[src/rtl/prog_cmd_ctrl.sv]
// Byte-command controller: parses UART read/write/ping commands, issues single
// 16-bit SRAM word requests and replies on UART tx. Optional 'N' opcode via PROG_AUTOINC_EN.
module prog_cmd_ctrl #(
  parameter int unsigned TIMEOUT = 1023
) (
  input  logic        clk,
  input  logic        rst,
  input  logic        rx_valid,
  input  logic [7:0]  rx_data,
  output logic        rx_ready,
  output logic        tx_valid,
  output logic [7:0]  tx_data,
  input  logic        tx_ready,
  output logic        mem_valid,
  input  logic        mem_ready,
  output logic        mem_we,
  output logic [31:0] mem_addr,
  output logic [15:0] mem_wdata,
  input  logic        mem_done,
  input  logic [15:0] mem_rdata,
  output logic        busy
);

  localparam int unsigned TW = 16;
  localparam int unsigned AW = 32;
  localparam int unsigned DW = 16;

  localparam logic [7:0] OP_W  = 8'h57;
  localparam logic [7:0] OP_R  = 8'h52;
  localparam logic [7:0] OP_P  = 8'h50;
  localparam logic [7:0] RSP_K = 8'h4B;
  localparam logic [7:0] RSP_Q = 8'h3F;
  localparam logic [7:0] RSP_T = 8'h54;
`ifdef PROG_AUTOINC_EN
  localparam logic [7:0] OP_N  = 8'h4E;
`endif

  typedef enum logic [2:0] {
    S_IDLE, S_ADDR, S_DATA, S_REQ, S_WAIT, S_TX0, S_TX1
  } state_t;

  state_t          state_q, state_d;
  logic            we_q, we_d;
  logic [AW-1:0]   addr_q, addr_d;
  logic [DW-1:0]   wdata_q, wdata_d;
  logic [DW-1:0]   rdata_q, rdata_d;
  logic [1:0]      cnt_q, cnt_d;
  logic [TW-1:0]   tmo_q, tmo_d;
  logic [7:0]      tx_byte_q, tx_byte_d;
`ifdef PROG_AUTOINC_EN
  logic [AW-1:0]   last_q, last_d;
`endif

  logic rx_fire, tx_fire, tmo_hit;

  // Outputs decode only registered state
  assign rx_ready  = (state_q == S_IDLE) || (state_q == S_ADDR) || (state_q == S_DATA);
  assign tx_valid  = (state_q == S_TX0) || (state_q == S_TX1);
  assign tx_data   = (state_q == S_TX0) ? rdata_q[15:8] : tx_byte_q;
  assign mem_valid = (state_q == S_REQ);
  assign mem_we    = we_q;
  assign mem_addr  = {addr_q[AW-1:1], 1'b0};
  assign mem_wdata = wdata_q;
  assign busy      = (state_q != S_IDLE);

  assign rx_fire = rx_valid && rx_ready;
  assign tx_fire = tx_valid && tx_ready;
  assign tmo_hit = (tmo_q == TW'(TIMEOUT - 1));

  always_ff @(posedge clk or posedge rst) begin
    if (rst) begin
      state_q   <= S_IDLE;
      we_q      <= 1'b0;
      addr_q    <= '0;
      wdata_q   <= '0;
      rdata_q   <= '0;
      cnt_q     <= '0;
      tmo_q     <= '0;
      tx_byte_q <= '0;
`ifdef PROG_AUTOINC_EN
      last_q    <= '0;
`endif
    end else begin
      state_q   <= state_d;
      we_q      <= we_d;
      addr_q    <= addr_d;
      wdata_q   <= wdata_d;
      rdata_q   <= rdata_d;
      cnt_q     <= cnt_d;
      tmo_q     <= tmo_d;
      tx_byte_q <= tx_byte_d;
`ifdef PROG_AUTOINC_EN
      last_q    <= last_d;
`endif
    end
  end

  always_comb begin
    state_d   = state_q;
    we_d      = we_q;
    addr_d    = addr_q;
    wdata_d   = wdata_q;
    rdata_d   = rdata_q;
    cnt_d     = cnt_q;
    tmo_d     = tmo_q;
    tx_byte_d = tx_byte_q;
`ifdef PROG_AUTOINC_EN
    last_d    = last_q;
`endif
    case (state_q)
      S_IDLE: if (rx_fire) begin
        cnt_d = 2'd0;
        if (rx_data == OP_W) begin
          we_d    = 1'b1;
          state_d = S_ADDR;
        end else if (rx_data == OP_R) begin
          we_d    = 1'b0;
          state_d = S_ADDR;
        end else if (rx_data == OP_P) begin
          tx_byte_d = RSP_K;
          state_d   = S_TX1;
`ifdef PROG_AUTOINC_EN
        end else if (rx_data == OP_N) begin
          we_d    = 1'b1;
          addr_d  = last_q + AW'(2);
          state_d = S_DATA;
`endif
        end else begin
          tx_byte_d = RSP_Q;
          state_d   = S_TX1;
        end
      end
      S_ADDR: if (rx_fire) begin
        addr_d = {addr_q[AW-9:0], rx_data};
        cnt_d  = cnt_q + 2'd1;
        if (cnt_q == 2'd3) begin
          cnt_d   = 2'd0;
          state_d = we_q ? S_DATA : S_REQ;
        end
      end
      S_DATA: if (rx_fire) begin
        wdata_d = {wdata_q[7:0], rx_data};
        cnt_d   = cnt_q + 2'd1;
        if (cnt_q == 2'd1) begin
          cnt_d   = 2'd0;
          state_d = S_REQ;
        end
      end
      S_REQ: if (mem_ready) begin
        tmo_d   = '0;
        state_d = S_WAIT;
      end
      S_WAIT: begin
        tmo_d = tmo_q + TW'(1);
        // Completion takes priority over a coincident timeout
        if (mem_done) begin
`ifdef PROG_AUTOINC_EN
          last_d = {addr_q[AW-1:1], 1'b0};
`endif
          if (we_q) begin
            tx_byte_d = RSP_K;
            state_d   = S_TX1;
          end else begin
            rdata_d = mem_rdata;
            state_d = S_TX0;
          end
        end else if (tmo_hit) begin
          tx_byte_d = RSP_T;
          state_d   = S_TX1;
        end
      end
      S_TX0: if (tx_fire) begin
        tx_byte_d = rdata_q[7:0];
        state_d   = S_TX1;
      end
      S_TX1: if (tx_fire) begin
        state_d = S_IDLE;
      end
      default: state_d = S_IDLE;
    endcase
  end

endmodule

[config.mk]
export PLATFORM = sky130hd
export DESIGN_NAME = prog_cmd_ctrl
export DESIGN_NICKNAME = d
export VERILOG_FILES = /design/src/rtl/prog_cmd_ctrl.sv
export SDC_FILE = /design/constraint.sdc
export NUM_CORES = 1
export LEC_CHECK = 0
export ABC_CLOCK_PERIOD_IN_PS = 3800
export BUFFER_PORTS_ARGS = -buffer_cell sky130_fd_sc_hd__buf_4
export CAP_MARGIN = 10
export CORE_UTILIZATION = 55
export CTS_CLUSTER_SIZE = 30
export DETAILED_ROUTE_END_ITERATION = 6
export GPL_TIMING_DRIVEN = 0
export MAX_ROUTING_LAYER = met4
export PLACE_DENSITY_LB_ADDON = 0.3
export SLEW_MARGIN = 20
export SYNTH_ARGS = -nofsm -noshare
export SYNTH_HDL_FRONTEND = slang
export SYNTH_SLANG_ARGS = --single-unit
[constraint.sdc]
create_clock -name clk -period 3.8 [get_ports clk]
set_input_delay 0.38 -clock clk [delete_from_list [all_inputs] [get_ports clk]]
set_output_delay 0.38 -clock clk [all_outputs]
set_load 0.05 [all_outputs]
# [After elaboration in Yosys (flattened, before gate mapping)]
# Cells that the tools add are included.
[classes] muxes=35 n_reduce_logical=19 bitwise_logic=1 n_addsub=2 n_eq_ne=24
[ops] op="$mux W8" count=8
[ops] op="$mux W3" count=12
[ops] op="$pmux W16 S2" count=1
[ops] op="$eq A8 B7 Y1 const B" count=3
[ops] op="$pmux W8 S3" count=1
[ops] op="$pmux W3 S7" count=1
[ops] op="$add A16 B1 Y16 const B" count=1
[ops] op="$eq A16 B10 Y1 const B" count=1
[ops] op="$mux W16" count=1
[ops] op="$ne A2 B2 Y1 const B" count=7
[ops] op="$mux W2" count=6
[ops] op="$eq A3 B3 Y1 const B" count=3
[ops] op="$reduce_and A9 Y1" count=1
[ops] op="$reduce_bool A3 Y1" count=3
[ops] op="$mux W7" count=1
[ops] op="$reduce_and A7 Y1" count=1
[ops] op="$eq A3 B2 Y1 const B" count=2
[ops] op="$ne A2 B1 Y1 const B" count=3
[ops] op="$ne A3 B3 Y1 const B" count=2
[ops] op="$pmux W2 S3" count=1
[ops] op="$reduce_and A2 Y1" count=3
[ops] op="$reduce_and A3 Y1" count=2
[ops] op="$reduce_and A4 Y1" count=1
[ops] op="$reduce_bool A2 Y1" count=2
[ops] op="9 further kinds" count=14
[word_totals] reg_bits=94 word_cells=89

# [Logic depth before layout (Yosys ltp)]
[depth] ltp_word=6 ltp_mapped=8 ltp_nobuf=6

# [Least setup slack after synthesis]
# OpenSTA, ideal clock, no wires.
[synth_path] path_type="flip-flop to flip-flop" start="register state_q[2]" end="register tx_byte_q[2]" path_slack_ns=1.698 stages_incl_launch_ff=7 arrival_time_ns=1.977 synth_period_minus_slack_ns=2.102 cell_sequence="dfrtp_1 > or3_1 > buf_2 > or3_4 > and4b_1 > buf_6 > mux2_4"
[synth_between] elab_chain_len=6 word_cells_on_any_way=20
[synth_lines] element="from (decl)" line_no="42" rtl="state_t state_q, state_d;"
[synth_lines] element="from (signal assigned)" line_no="84" rtl="state_q <= state_d;"
[synth_lines] element="$eq A3 B1 Y1 / $logic_not A3 Y1 (equally long branches)" line_no="57, 110"
[synth_lines] element="$logic_or A1 B1 Y1 (2 in series)" line_no="57" rtl="assign rx_ready = (state_q == S_IDLE) || (state_q == S_ADDR) || (state_q == S_DATA);"
[synth_lines] element="$logic_and A1 B1 Y1" line_no="66" rtl="assign rx_fire = rx_valid && rx_ready;"
[synth_lines] element="$ne A2 B2 Y1 (no line)"
[synth_lines] element="$reduce_and A7 Y1 (no line)"
[synth_lines] element="to (signal assigned)" line_no="91" rtl="tx_byte_q <= tx_byte_d;"
[synth_lines] element="to (decl)" line_no="49" rtl="logic [7:0] tx_byte_q, tx_byte_d;"
# Several ways; a longest one is shown, not always the timed one.
# A chain may end at the register's enable or synchronous reset.

# [Final worst setup path]
[layout_path] start="register state_q[2]" end="output port tx_data[2]"
[layout_between] elab_chain_len=2
[layout_lines] element="$eq A3 B3 Y1" line_no="59" rtl="assign tx_data = (state_q == S_TX0) ? rdata_q[15:8] : tx_byte_q;"
[layout_lines] element="$mux W8" line_no="59"
[layout_lines] element="to (decl)" line_no="12" rtl="output logic [7:0] tx_data,"
# No other way between the ends.

==> results.json <==
{
  "synth_xor_area_share_pct": 0.394,
  "synth_compound_area_share_pct": 5.72,
  "syn_avg_cell_area_um2": 12.0,
  "drt-total-wl_um": 8760,
  "period_minus_slack_ps": 2610,
  "tns_ps": 0,
  "antenna_found_initial": 0,
  "synth_common_cells": "dfrtp_1, mux2_2, buf_4",
  "post-route-util_pct": 70.5,
  "critPathRequiredTime_ps": 3420,
  "die_h_um": 91.9,
  "period_share_pct": 68.8,
  "start_util_pct": 57.2,
  "track_usage_pct": 23.0,
  "setup_viol": 0,
  "antenna_cells": 0,
  "io_buffers": 89,
  "synth_most_common_cell": "dfrtp_1",
  "drive_gt1_share_pct": 44.9,
  "drt-pass1-iter-count": 5,
  "synth_area_leaders": "dfrtp_1, mux2_2, buf_4",
  "ys_warn_count": 0,
  "synth_simple_gate_area_share_pct": 10.5,
  "cp_data_arrival_time_ps": 2230,
  "ff2ff_path_depth": 6,
  "fin_worst_skew_ps": 12.9,
  "dp_slack_ps": 1580,
  "cts_root_buf": "clkbuf_8",
  "r2r-end": "tx_byte_q[4]",
  "async_reset_ff_share_pct": 100,
  "holdPathStages": 2,
  "drc": 0,
  "cap_viol_max_count": 0,
  "viasPerCell": 5.31,
  "area_growth_pct": 23.3,
  "clock_latency_ps": 360,
  "hpwl_um": 6450,
  "synth.area.mux_share_pct": 21.2,
  "rr_startpoint": "state_q[2]",
  "path_clk_slew_ps": 90,
  "num-fill-cells": 596,
  "grt_max_degree": 80,
  "grt_pass1_wl_um": 14700,
  "drt-initial-drc-count": 87,
  "crit_type": "reg -> out",
  "ys_seq_area_share_pct": 53.0,
  "register_area_um2": 2350,
  "cp_max_fo": 10,
  "status": "finished clean",
  "clock-sinks": 94,
  "coreArea_um2": 7770,
  "setup_ws_ps": 1190,
  "syn_nets": 405,
  "ios": 91,
  "die_x_um": 91.9,
  "ir_drop_mv": 0.569,
  "min_to": "rdata_q[10]",
  "syn_area_um2": 4440,
  "die-area_um2": 8440,
  "netlist.area_leader.share_pct": 53.0,
  "rsz0062_at_grt": "no",
  "avgRoutedWirePerCell_um": 15.1,
  "worst_pin_slew_ps": 607,
  "synth_top_family_by_area": "multiplexers",
  "via_count": 3077,
  "ys.flop_type": "dfrtp_1",
  "path_cells": "nor2b_1 -> nand2_1 -> clkbuf_1 -> mux2_2 -> buf_4",
  "clockBufferDepth": 2,
  "slowest_delay_ps": 460,
  "leakage_uw": 0.00259,
  "holdCritPathClass": "in -> reg",
  "htree_levels": 3,
  "max_slew_margin_pct": 59.4,
  "hold_viol": 0,
  "grt-ovfl-total": 0,
  "final_max_slew_viol_count": 0,
  "grt_pass1_vias": 3123,
  "rows": 32,
  "max_freq_ghz": 0.383,
  "synth_seq_cells": 94,
  "endpoint_kind": "output pin",
  "nets": 507,
  "r2r_slack_ps": 1540,
  "synth_edf_count": 0,
  "yosys.area.top_type": "dfrtp_1",
  "synth_cell_type_count": 49,
  "critical-path-slowest-cell": "nor2b_1",
  "cts_tree": "yes",
  "total_power_uw": 5280,
  "worstHoldStart": "mem_rdata[10]",
  "start_kind": "flop",
  "final_antenna_net_count": 0,
  "multi_input_area_um2": 1750,
  "place_congestion": 0.851,
  "power_density_nw_per_um2": 964,
  "synthAdderAreaFrac_pct": 1.41,
  "netlist_instances": 370,
  "numCtsBuffers": 9
}
[report_power, final]
group          switching (uW)  total, uW  leakage [uW]  internal (uW)
Combinational            1730       2880       0.00133           1150
Clock                     353        662     0.0000973            309
Sequential                308       1730       0.00117           1430
Total                    2390       5280       0.00259           2890
[state kept, by name, summed over array words and instances, names as in the netlist]
name / flops
tmo_q: 16
cnt_q: 2
mem_wdata: 16
state_q: 3
tx_byte_q: 8
mem_we: 1
addr_q: 32
rdata_q: 16
[critical path, delay by kind of cell (launching register included)]
family | cells | cell delay (ps)
buffers and inverters | 2 | 470
AND/OR/NAND/NOR | 2 | 650
multiplexers | 1 | 340
flip-flops | 1 | 420
[cell families after synthesis]
kind of cell    Yosys count
simple gates             86
other cells               1
compound gates           43
flops                    94
mux                      83
xor+xnor                  2
fa+ha+maj                 5
buf+inv                  56
[per-layer routing]
layer  up-vias  part of all wire [%]  GRT usage (%)
li1       1471                     -              -
met1      1511                    44           28.8
met2        83                    51           37.6
met3        12                   3.8           3.48
met4         0                   1.6           9.38
met5         -                     0              -
[worst max path at each step]
stage | slack (ps) | start | end
after floorplan | 970 | rst | addr_q[0]
after global placement | -80 | rst | mem_wdata[9]
after detailed placement | 1580 | state_q[2] | mem_wdata[3]
after CTS | 1190 | state_q[2] | tx_data[2]
after global routing | 1070 | state_q[2] | tx_data[2]
final | 1190 | state_q[2] | tx_data[2]
[layout by cell type, fill, tap and decap left out, types with 4 or more instances in the layout]
| master | n |
|---|---|
| clkbuf_8 | 9 |
| o211ai_1 | 4 |
| clkbuf_1 | 9 |
| a21oi_1 | 8 |
| and3_1 | 4 |
| mux2_1 | 11 |
| nor2_1 | 12 |
| nand3_1 | 20 |
| inv_1 | 9 |
| mux2i_1 | 6 |
| nand2b_1 | 5 |
| dfrtp_1 | 94 |
| mux2_2 | 62 |
| buf_4 | 121 |
| ha_1 | 5 |
| mux2_4 | 4 |
| nand2_1 | 22 |
| o21ai_0 | 11 |
| o21ai_1 | 8 |
| o31ai_1 | 4 |
[cell type report]
cell class | count | area share (%)
sequential | 94 | 43.0
multi-input combinational | 220 | 31.9
timing repair buffer | 91 | 12.9
buffer | 45 | 5.48
clock buffer | 10 | 2.33
tap | 102 | 2.33
clock inverter | 6 | 1.26
inverter | 11 | 0.846
[metrics by stage]
stage,hold WS (ps),instance area [um2],cells
2_1_floorplan,445,4440,370
3_3_place_gp,462,5240,561
3_5_place_dp,313,5270,562
4_1_cts,214,5480,579
5_1_grt,216,5480,579
6_report,225,5480,579
[timing repair]
item | 4_1_cts | 5_1_grt
setup buffers | 0 | 0
gates resized for setup | 0 | 0
endpoints found under the hold margin | 15 | 0
setup endpoints to repair | 0 | 0
hold buffers | 1 | 0
Power figures use the tool's default switching activity.
